--- config.mk ---
export PLATFORM = sky130hd
export DESIGN_NAME = skid_buffer_flat
export DESIGN_NICKNAME = d
export VERILOG_FILES = /design/src/rtl/rv_pkg.sv /design/src/rtl/rv_if.sv /design/src/rtl/skid_buffer.sv /design/src/flat_wrapper.sv
export SDC_FILE = /design/constraint.sdc
export NUM_CORES = 1
export LEC_CHECK = 0
export BUFFER_PORTS_ARGS = -buffer_cell sky130_fd_sc_hd__buf_2
export CORE_MARGIN = 5
export CORE_UTILIZATION = 53
export CTS_CLUSTER_SIZE = 25
export DETAILED_ROUTE_END_ITERATION = 8
export PLACE_DENSITY = 0.92
export SLEW_MARGIN = 20
export SYNTH_ARGS = -nofsm -noshare
export SYNTH_HDL_FRONTEND = slang
export SYNTH_SLANG_ARGS = --single-unit
--- constraint.sdc ---
create_clock -name clk -period 4.3 [get_ports clk]
set_input_delay 0.86 -clock clk [delete_from_list [all_inputs] [get_ports clk]]
set_output_delay 0.86 -clock clk [all_outputs]
set_load 0.01 [all_outputs]
--- src/rtl/rv_pkg.sv ---
// ----------------------------------------------------------------------------
// rv_pkg
//
// Shared definitions for ready/valid stream blocks.
//   DEFAULT_DATA_WIDTH : default payload width of rv_if.
//   state_t            : occupancy state of a two-entry skid buffer.
//                        The encoding maps onto the two valid flops:
//                        bit 0 = main entry valid, bit 1 = skid entry valid.
//   main_valid/skid_valid : decode helpers for that encoding.
// ----------------------------------------------------------------------------
package rv_pkg;

    localparam int DEFAULT_DATA_WIDTH = 8;

    typedef enum logic [1:0] {
        EMPTY = 2'b00,
        BUSY  = 2'b01,
        FULL  = 2'b11
    } state_t;

    function automatic logic main_valid(input state_t s);
        return s[0];
    endfunction

    function automatic logic skid_valid(input state_t s);
        return s[1];
    endfunction

endpackage

--- src/rtl/rv_if.sv ---
// ----------------------------------------------------------------------------
// rv_if
//
// Ready/valid stream interface.
//   clk   : system clock, rising edge active.
//   rst   : asynchronous reset, active-low.
//   valid : source has a beat.
//   ready : sink accepts a beat.
//   data  : payload, DataWidth bits.
// Modports:
//   source : drives valid/data, samples ready.
//   sink   : samples valid/data, drives ready.
// Built-in protocol checks flag a source that withdraws or alters a beat
// before it is accepted, and any X on the handshake or payload out of reset.
// ----------------------------------------------------------------------------
interface rv_if
    import rv_pkg::*;
#(
    parameter int DataWidth = DEFAULT_DATA_WIDTH
) (
    input logic clk,
    input logic rst
);

    logic                 valid;
    logic                 ready;
    logic [DataWidth-1:0] data;

    modport source (
        input  clk,
        input  rst,
        input  ready,
        output valid,
        output data
    );

    modport sink (
        input  clk,
        input  rst,
        input  valid,
        input  data,
        output ready
    );

    // Once offered, a beat must stay on the bus unchanged until it is taken.
    property p_source_hold;
        @(posedge clk) disable iff (!rst)
            (valid && !ready) |=> (valid && $stable(data));
    endproperty

    // Handshake and payload must be fully defined whenever out of reset.
    property p_no_x;
        @(posedge clk) disable iff (!rst)
            !$isunknown({valid, ready, data});
    endproperty

    a_source_hold : assert property (p_source_hold);
    a_no_x        : assert property (p_no_x);

endinterface

--- src/rtl/skid_buffer.sv ---
// ----------------------------------------------------------------------------
// skid_buffer
//
// Two-entry elastic stage on a ready/valid stream. Both directions are fully
// registered: rv_o.valid/rv_o.data come straight from the main entry flops,
// and rv_i.ready comes straight from a flop meaning "skid entry empty".
// Full throughput (one beat per cycle) with no loss, duplication or
// reordering.
//
// Ports:
//   rv_i : rv_if.sink   upstream stream; its clk/rst clock and reset
//                       this block (active-low, asynchronous).
//   rv_o : rv_if.source downstream stream, same clk/rst nets as rv_i.
// Payload width is taken from the connected interfaces.
// ----------------------------------------------------------------------------
module skid_buffer
    import rv_pkg::*;
(
    rv_if.sink   rv_i,
    rv_if.source rv_o
);

    localparam int DataWidth = $bits(rv_i.data);

    state_t               state_q;
    state_t               state_d;
    logic [DataWidth-1:0] main_data_q;
    logic [DataWidth-1:0] main_data_d;
    logic [DataWidth-1:0] skid_data_q;
    logic [DataWidth-1:0] skid_data_d;
    logic                 ready_q;
    logic                 ready_d;

    logic in_fire;
    logic out_fire;

    // Handshakes only ever look at registered local state on our side, so
    // neither output depends combinationally on the opposite port.
    assign in_fire  = rv_i.valid && ready_q;
    assign out_fire = main_valid(state_q) && rv_o.ready;

    // State register: occupancy, both payload entries and the upstream
    // ready flop. Everything clears on reset so stored beats are discarded.
    always_ff @(posedge rv_i.clk or negedge rv_i.rst) begin
        if (!rv_i.rst) begin
            state_q     <= EMPTY;
            main_data_q <= '0;
            skid_data_q <= '0;
            ready_q     <= 1'b1;
        end else begin
            state_q     <= state_d;
            main_data_q <= main_data_d;
            skid_data_q <= skid_data_d;
            ready_q     <= ready_d;
        end
    end

    // Next-state logic. Data registers hold unless written, so the payload
    // seen on rv_o stays at its last value while rv_o.valid is low.
    always_comb begin
        state_d     = state_q;
        main_data_d = main_data_q;
        skid_data_d = skid_data_q;

        unique case (state_q)
            EMPTY: begin
                if (in_fire) begin
                    main_data_d = rv_i.data;
                    state_d     = BUSY;
                end
            end
            BUSY: begin
                if (in_fire && out_fire) begin
                    // Pass-through: occupancy unchanged, no bubble.
                    main_data_d = rv_i.data;
                end else if (in_fire) begin
                    // Downstream stalled while we were still accepting:
                    // the beat already in flight lands in the skid entry.
                    skid_data_d = rv_i.data;
                    state_d     = FULL;
                end else if (out_fire) begin
                    state_d = EMPTY;
                end
            end
            FULL: begin
                // rv_i.ready is low here, so only draining can happen.
                if (out_fire) begin
                    main_data_d = skid_data_q;
                    state_d     = BUSY;
                end
            end
            default: begin
                state_d = EMPTY;
            end
        endcase

        // Upstream may send whenever the skid entry will be empty.
        ready_d = !skid_valid(state_d);
    end

    // Outputs: all taken directly from flops.
    always_comb begin
        rv_o.valid = main_valid(state_q);
        rv_o.data  = main_data_q;
        rv_i.ready = ready_q;
    end

endmodule

--- src/flat_wrapper.sv ---
// flat-port wrapper written by rule: the top's interface ports become plain ports
module skid_buffer_flat import rv_pkg::*;
  (clk, rst, rv_i_valid, rv_i_data, rv_i_ready, rv_o_ready, rv_o_valid, rv_o_data);
  rv_if #(.DataWidth(8)) rv_i_i (.clk(clk), .rst(rst));
  rv_if #(.DataWidth(8)) rv_o_i (.clk(clk), .rst(rst));
  input wire logic clk;
  input wire logic rst;
  input wire logic [$bits(rv_i_i.valid)-1:0] rv_i_valid;
  input wire logic [$bits(rv_i_i.data)-1:0] rv_i_data;
  output wire logic [$bits(rv_i_i.ready)-1:0] rv_i_ready;
  input wire logic [$bits(rv_o_i.ready)-1:0] rv_o_ready;
  output wire logic [$bits(rv_o_i.valid)-1:0] rv_o_valid;
  output wire logic [$bits(rv_o_i.data)-1:0] rv_o_data;
  assign rv_i_i.valid = rv_i_valid;
  assign rv_i_i.data = rv_i_data;
  assign rv_i_ready = rv_i_i.ready;
  assign rv_o_i.ready = rv_o_ready;
  assign rv_o_valid = rv_o_i.valid;
  assign rv_o_data = rv_o_i.data;
  skid_buffer u_core (.rv_i(rv_i_i), .rv_o(rv_o_i));
endmodule
== Yosys cells after proc, flatten, opt, wreduce, memory -nomap -nowiden ==
Index checks and enable logic that the tools add are counted.
Word-level totals
  input port bits: 12
  memories kept: 0
  output and inout bits: 10
  word-level logic and storage cells: 32
  bits in read-only memories: 0
  RAM bits: 0
  latch bits: 0
  register bits after elaboration: 19
Cells by class
  divide/modulo/power cells: 0
  bitwise operators: 1
  reductions and logical operators: 9
  $lt $le $gt $ge: 0
  multipliers: 0
  shift-type cells: 0
  add/sub/neg operators: 0
  muxes and demuxes: 10
  eq/ne operators: 7
Operator list (number)
  2-to-1 mux 8 bit: 3
  one-hot mux 8 bit (3 select lines): 1
  2-to-1 mux 2 bit: 5
  AND reduction 4 bit: 2
  inequality test 2 x 1 -> 1 bit (second input constant): 3
  one-hot mux 2 bit (3 select lines): 1
  logical AND 1 bit: 3
  inequality test 3 x 1 -> 1 bit (second input constant): 1
  AND reduction 3 bit: 1
  nonzero test 3 bit: 1
  == test 2 x 1 -> 1 bit (second input constant): 1
  == test 2 bit (second input constant): 1
  logical NOT 2 bit: 1
  inequality test 2 bit (second input constant): 1
  logical NOT 1 bit: 1
  inverter 1 bit: 1

== Depth between registers and ports, before layout ==
  depth in word-level cells: 6
  depth in mapped cells: 3
  depth with buffers taken out: 3

== Least setup slack after synthesis ==
No wires, ideal clock.
  path type: input port to flip-flop
  start: input rv_o_ready
  end: register u_core.main_data_q[0], in the netlist u_core.rv_o.data[0]
  buffers on the path: 0
  data required time: 4175 ps
  stages on the path: 3
  data arrival time: 1662 ps
  setup slack: 2513 ps
  cells stage by stage: inv_1 a211oi_4 mux2_2
On the way
  cells in the longest elaborated chain, start to end: 4
  elaborated cells on any way between the ends: 5
  classes of those cells: 2 x eq/ne; 3 x reduce/logical
RTL lines
  start: declaration: line flat_wrapper.sv:11  | input wire logic [$bits(rv_o_i.ready)-1:0] rv_o_ready;
  logical AND 1 bit (*): line skid_buffer.sv:40  | assign out_fire = main_valid(state_q) && rv_o.ready;
  logical AND 1 bit: line skid_buffer.sv:73  | if (in_fire && out_fire) begin
  inequality test 2 x 1 -> 1 bit (no source line)
  AND reduction 4 bit (no source line) (*)
  end signal: assignment: line skid_buffer.sv:52  | main_data_q <= main_data_d;
  end: declaration: line skid_buffer.sv:27  | logic [DataWidth-1:0] main_data_q;
Mark *: on every way between the ends. The rest lies on a longest branch, timed or not.
A chain may end at the register's enable or synchronous reset.

== Worst setup path after layout ==
  start: register u_core.ready_q, in the netlist u_core.rv_i.ready
  end: output rv_i_ready
RTL lines
  start: declaration: line skid_buffer.sv:31  | logic ready_q;
  start signal: assignment: line skid_buffer.sv:54  | ready_q <= ready_d;
  end: declaration: line flat_wrapper.sv:10  | output wire logic [$bits(rv_i_i.ready)-1:0] rv_i_ready;
No word-level cell between the ends.

==> summary.md <==
| Metric | Value |
|---|---|
| Post-route setup TNS | `0 ns` |
| Final cycle utilization of the critical path | `42.8%` |
| Yosys warnings | `0` |
| Pwr Density | `504 nW/um^2` |
| Master cell of the clock root buffer | `clkbuf_4` |
| Peak clock frequency supported by timing | `543 MHz` |
| Vias | `531` |
| Layout-stage area growth over the synthesis result | `18.2%` |
| Kind of critical path | `reg2out` |
| Leak Pwr | `0.453 nW` |
| Switch share | `29.0%` |
| Cell family with most CP delay | `flip-flops` |
| Final setup violation count | `0` |
| Worst setup path end | `rv_i_ready` |
| Count of filler cells inserted in the layout | `118` |
| DIE AREA | `2480 sq um` |
| Fraction of final layout cells sized beyond drive strength 1 | `70.0%` |
| Number of global-route vias before repair | `597` |
| Congestion Overflow GR | `0` |
| Number of distinct library cells after synthesis | `13` |
| Filler-free cell count of the finished design | `96` |
| Startpoint kind of the worst setup timing path | `register` |
| Mean post-synth cell area | `15.3 sq um` |
| Clock group share of total power | `17.3%` |
| Total of flip-flops plus latches after synthesis | `19` |
| CP max stage cell | `dfstp_2` |
| Commonest cells after routing, fill and taps aside | `24 x mux2_2, 21 x buf_2, 18 x dfrtp_1, 3 x clkbuf_4` |
| Setup Buffers After CTS | `0` |
| Number of failing hold endpoints at the final stage | `0` |
| # diodes | `0` |
| Setup crit end kind | `output pin` |
| R2R Path End | `u_core.rv_o.data[2]` |
| PnR worst setup slack | `2.46 ns` |
| Maximum number of buffers from clock root to sink | `2` |
| Starting Density | `55.8%` |
| Multi-input combinational cell area | `357 sq um` |
| Horizontal die dimension | `49.8 um` |
| Routed WL per cell | `14.3 um` |
| Most common cell after layout, fill and taps aside | `mux2_2` |
| Slack of the worst reg-to-reg path | `2.69 ns` |
| Num rows | `14` |
| Cts bufs inserted | `3` |
| Maximum fanout along the worst path | `3` |
| Startpoint of the worst-slack reg-to-reg timing path | `u_core.rv_i.ready` |
| Tightest hold margin | `0.480 ns` |
| Gr usage total | `12.8%` |
| Number of instances in the synthesized netlist | `55` |
| Number of nets in the final layout | `93` |
| Clock slew seen by the registers of the worst setup and hold paths | `0.10 ns` |
| Setup crit start | `u_core.rv_i.ready` |
| Count of max-cap constraint violations | `0` |
| Hold-fix buffers, CTS | `0` |
| List of cells traversed by the critical path | `buf_2` |
| Antenna-violating nets left | `0` |
| DRC violations left | `0` |
| Logic depth of the worst register-to-register path | `3` |
| Half-perimeter wire length after detailed placement | `1.08 mm` |
| Sequential standard cell area | `477 sq um` |
| Iter 0 DRT Violations | `4` |
| Power share of the sequential group | `53.8%` |
| Initial antenna violation count | `0` |
| Netlist Area Pre-Place | `841 sq um` |
| Worst path bufs/invs | `1` |
| Clock tree from TritonCTS | `built` |
| P_sw | `0.000145 W` |
| Detailed-route wire length | `1.37 mm` |
| Clock skew | `0.00511 ns` |
| Maximum VDD drop | `0.000300 V` |
| Dpl cells | `92` |
| Average via count per standard cell | `5.53` |
| Arr. time, crit path | `0.98 ns` |
| Number of cells upsized or downsized after cts | `0` |
| Net Count, Synth | `67` |
| Data required time at the worst endpoint | `3.44 ns` |
| Worst slew margin | `66.6%` |
| Slowest Stage Delay on Critical Path | `0.56 ns` |
| Routability Congestion | `0.725` |
| Status | `finished clean` |
| Sinks on Clock Net | `19` |
| Transition at the pin with the smallest max-transition slack | `0.499 ns` |
| Combinational share of power | `28.9%` |
| Pin count of the biggest net entering global routing | `20` |
| First-pass GRT wire length | `2.53 mm` |
| Pre-Repair DR Iteration Count | `4` |
| Total of buffers placed on input and output ports | `21` |
| Int Pwr | `0.000356 W` |
| Latest clock arrival within the worst-skew pair | `0.29 ns` |
| Number of max-slew violations in the final report | `0` |
| Worst slack at placement | `2.25 ns` |
| Worst hold path type | `in2async` |
| Boundary Pins | `22` |
| Register area share after synthesis | `56.7%` |
| Height of the chip | `49.8 um` |
| Overall power after layout | `0.000501 W` |
| Critical path depth in cells | `1` |
| Setup repair after global routing missed its margin | `false` |
| Placeable core area | `1510 sq um` |
| Final period demand of the worst path | `1.84 ns` |
| CTS H-Tree Depth | `1` |
[sequential cells by signal (all words and copies together), names as in the netlist]
name and cells:
u_core.rv_i.ready 1, u_core.rv_o.data 8, u_core.skid_data_q 8, u_core.state_q 2
[worst min-delay path by stage]
stage | from | to | slack [ns] | depth (start not counted)
after detailed placement | u_core.rv_o.data[1] | u_core.rv_o.data[1] | 0.49 | 1
after global routing | rst | u_core.rv_o.data[7] | 0.50 | 1
after CTS | rst | u_core.rv_o.data[7] | 0.49 | 1
after global placement | u_core.skid_data_q[5] | u_core.skid_data_q[5] | 0.49 | 1
final | rst | u_core.rv_o.data[7] | 0.48 | 1
after floorplan | u_core.skid_data_q[0] | u_core.skid_data_q[0] | 0.48 | 1
[cell type report]
cell class	instances	area share, %
clock inverter	1	0.504
timing repair buffer	21	10.6
inverter	2	0.756
clock buffer	3	2.27
tap	16	2.02
multi-input combinational	34	35.9
sequential	19	48.0
[power groups by stage]
stage           clock, W  sequential, W  combinational [W]
2_1_floorplan          0       0.000283          0.0000814
3_3_place_gp           0       0.000270           0.000143
3_5_place_dp           0       0.000274           0.000149
4_1_cts        0.0000889       0.000271           0.000148
5_1_grt         0.000100       0.000279           0.000161
6_report       0.0000869       0.000270           0.000145
[Yosys cell counts, drive strengths merged]
master | instances | share of area [%]
a211oi | 1 | 2.4
mux2 | 24 | 32
dfstp | 1 | 3.1
nand2b | 1 | 0.74
nor3 | 1 | 1.9
nor2b | 1 | 1.0
o21ai | 2 | 1.2
dfrtp | 18 | 54
inv | 2 | 0.89
a21oi | 1 | 1.0
nand2 | 2 | 1.2
or2 | 1 | 0.74
[kinds of logic after synthesis]
family / after synthesis / share of synthesized area (%)
muxes: 24 / 32.1
DFF: 19 / 56.7
and+or+nand+nor: 6 / 5.66
AOI/OAI and AO/OA: 4 / 4.61
buffers and inverters: 2 / 0.893
[metrics by stage]
step / instance area [sq um] / util, %
4_1_cts: 993 / 65.9
2_1_floorplan: 841 / -
3_5_place_dp: 966 / 64.1
6_report: 993 / 65.9
5_1_grt: 993 / 65.9
3_3_place_gp: 966 / 64.1
[worst reg2reg max path: cells and delay by family (launching register included)]
kind	cells	cell delay, ns
AO/OA/AOI/OAI	2	0.55
flip-flops	1	0.56
multiplexers	1	0.40
[metal layers]
metal / track usage, % / up-vias / part of all wire, %
met5: 0 / - / 0
met3: 2.11 / 0 / 5.0
li1: - / 249 / -
met4: 3.93 / 0 / 0
met1: 17.3 / 266 / 43
met2: 20.8 / 16 / 52
No activity file was read; power rests on OpenSTA's default activity.
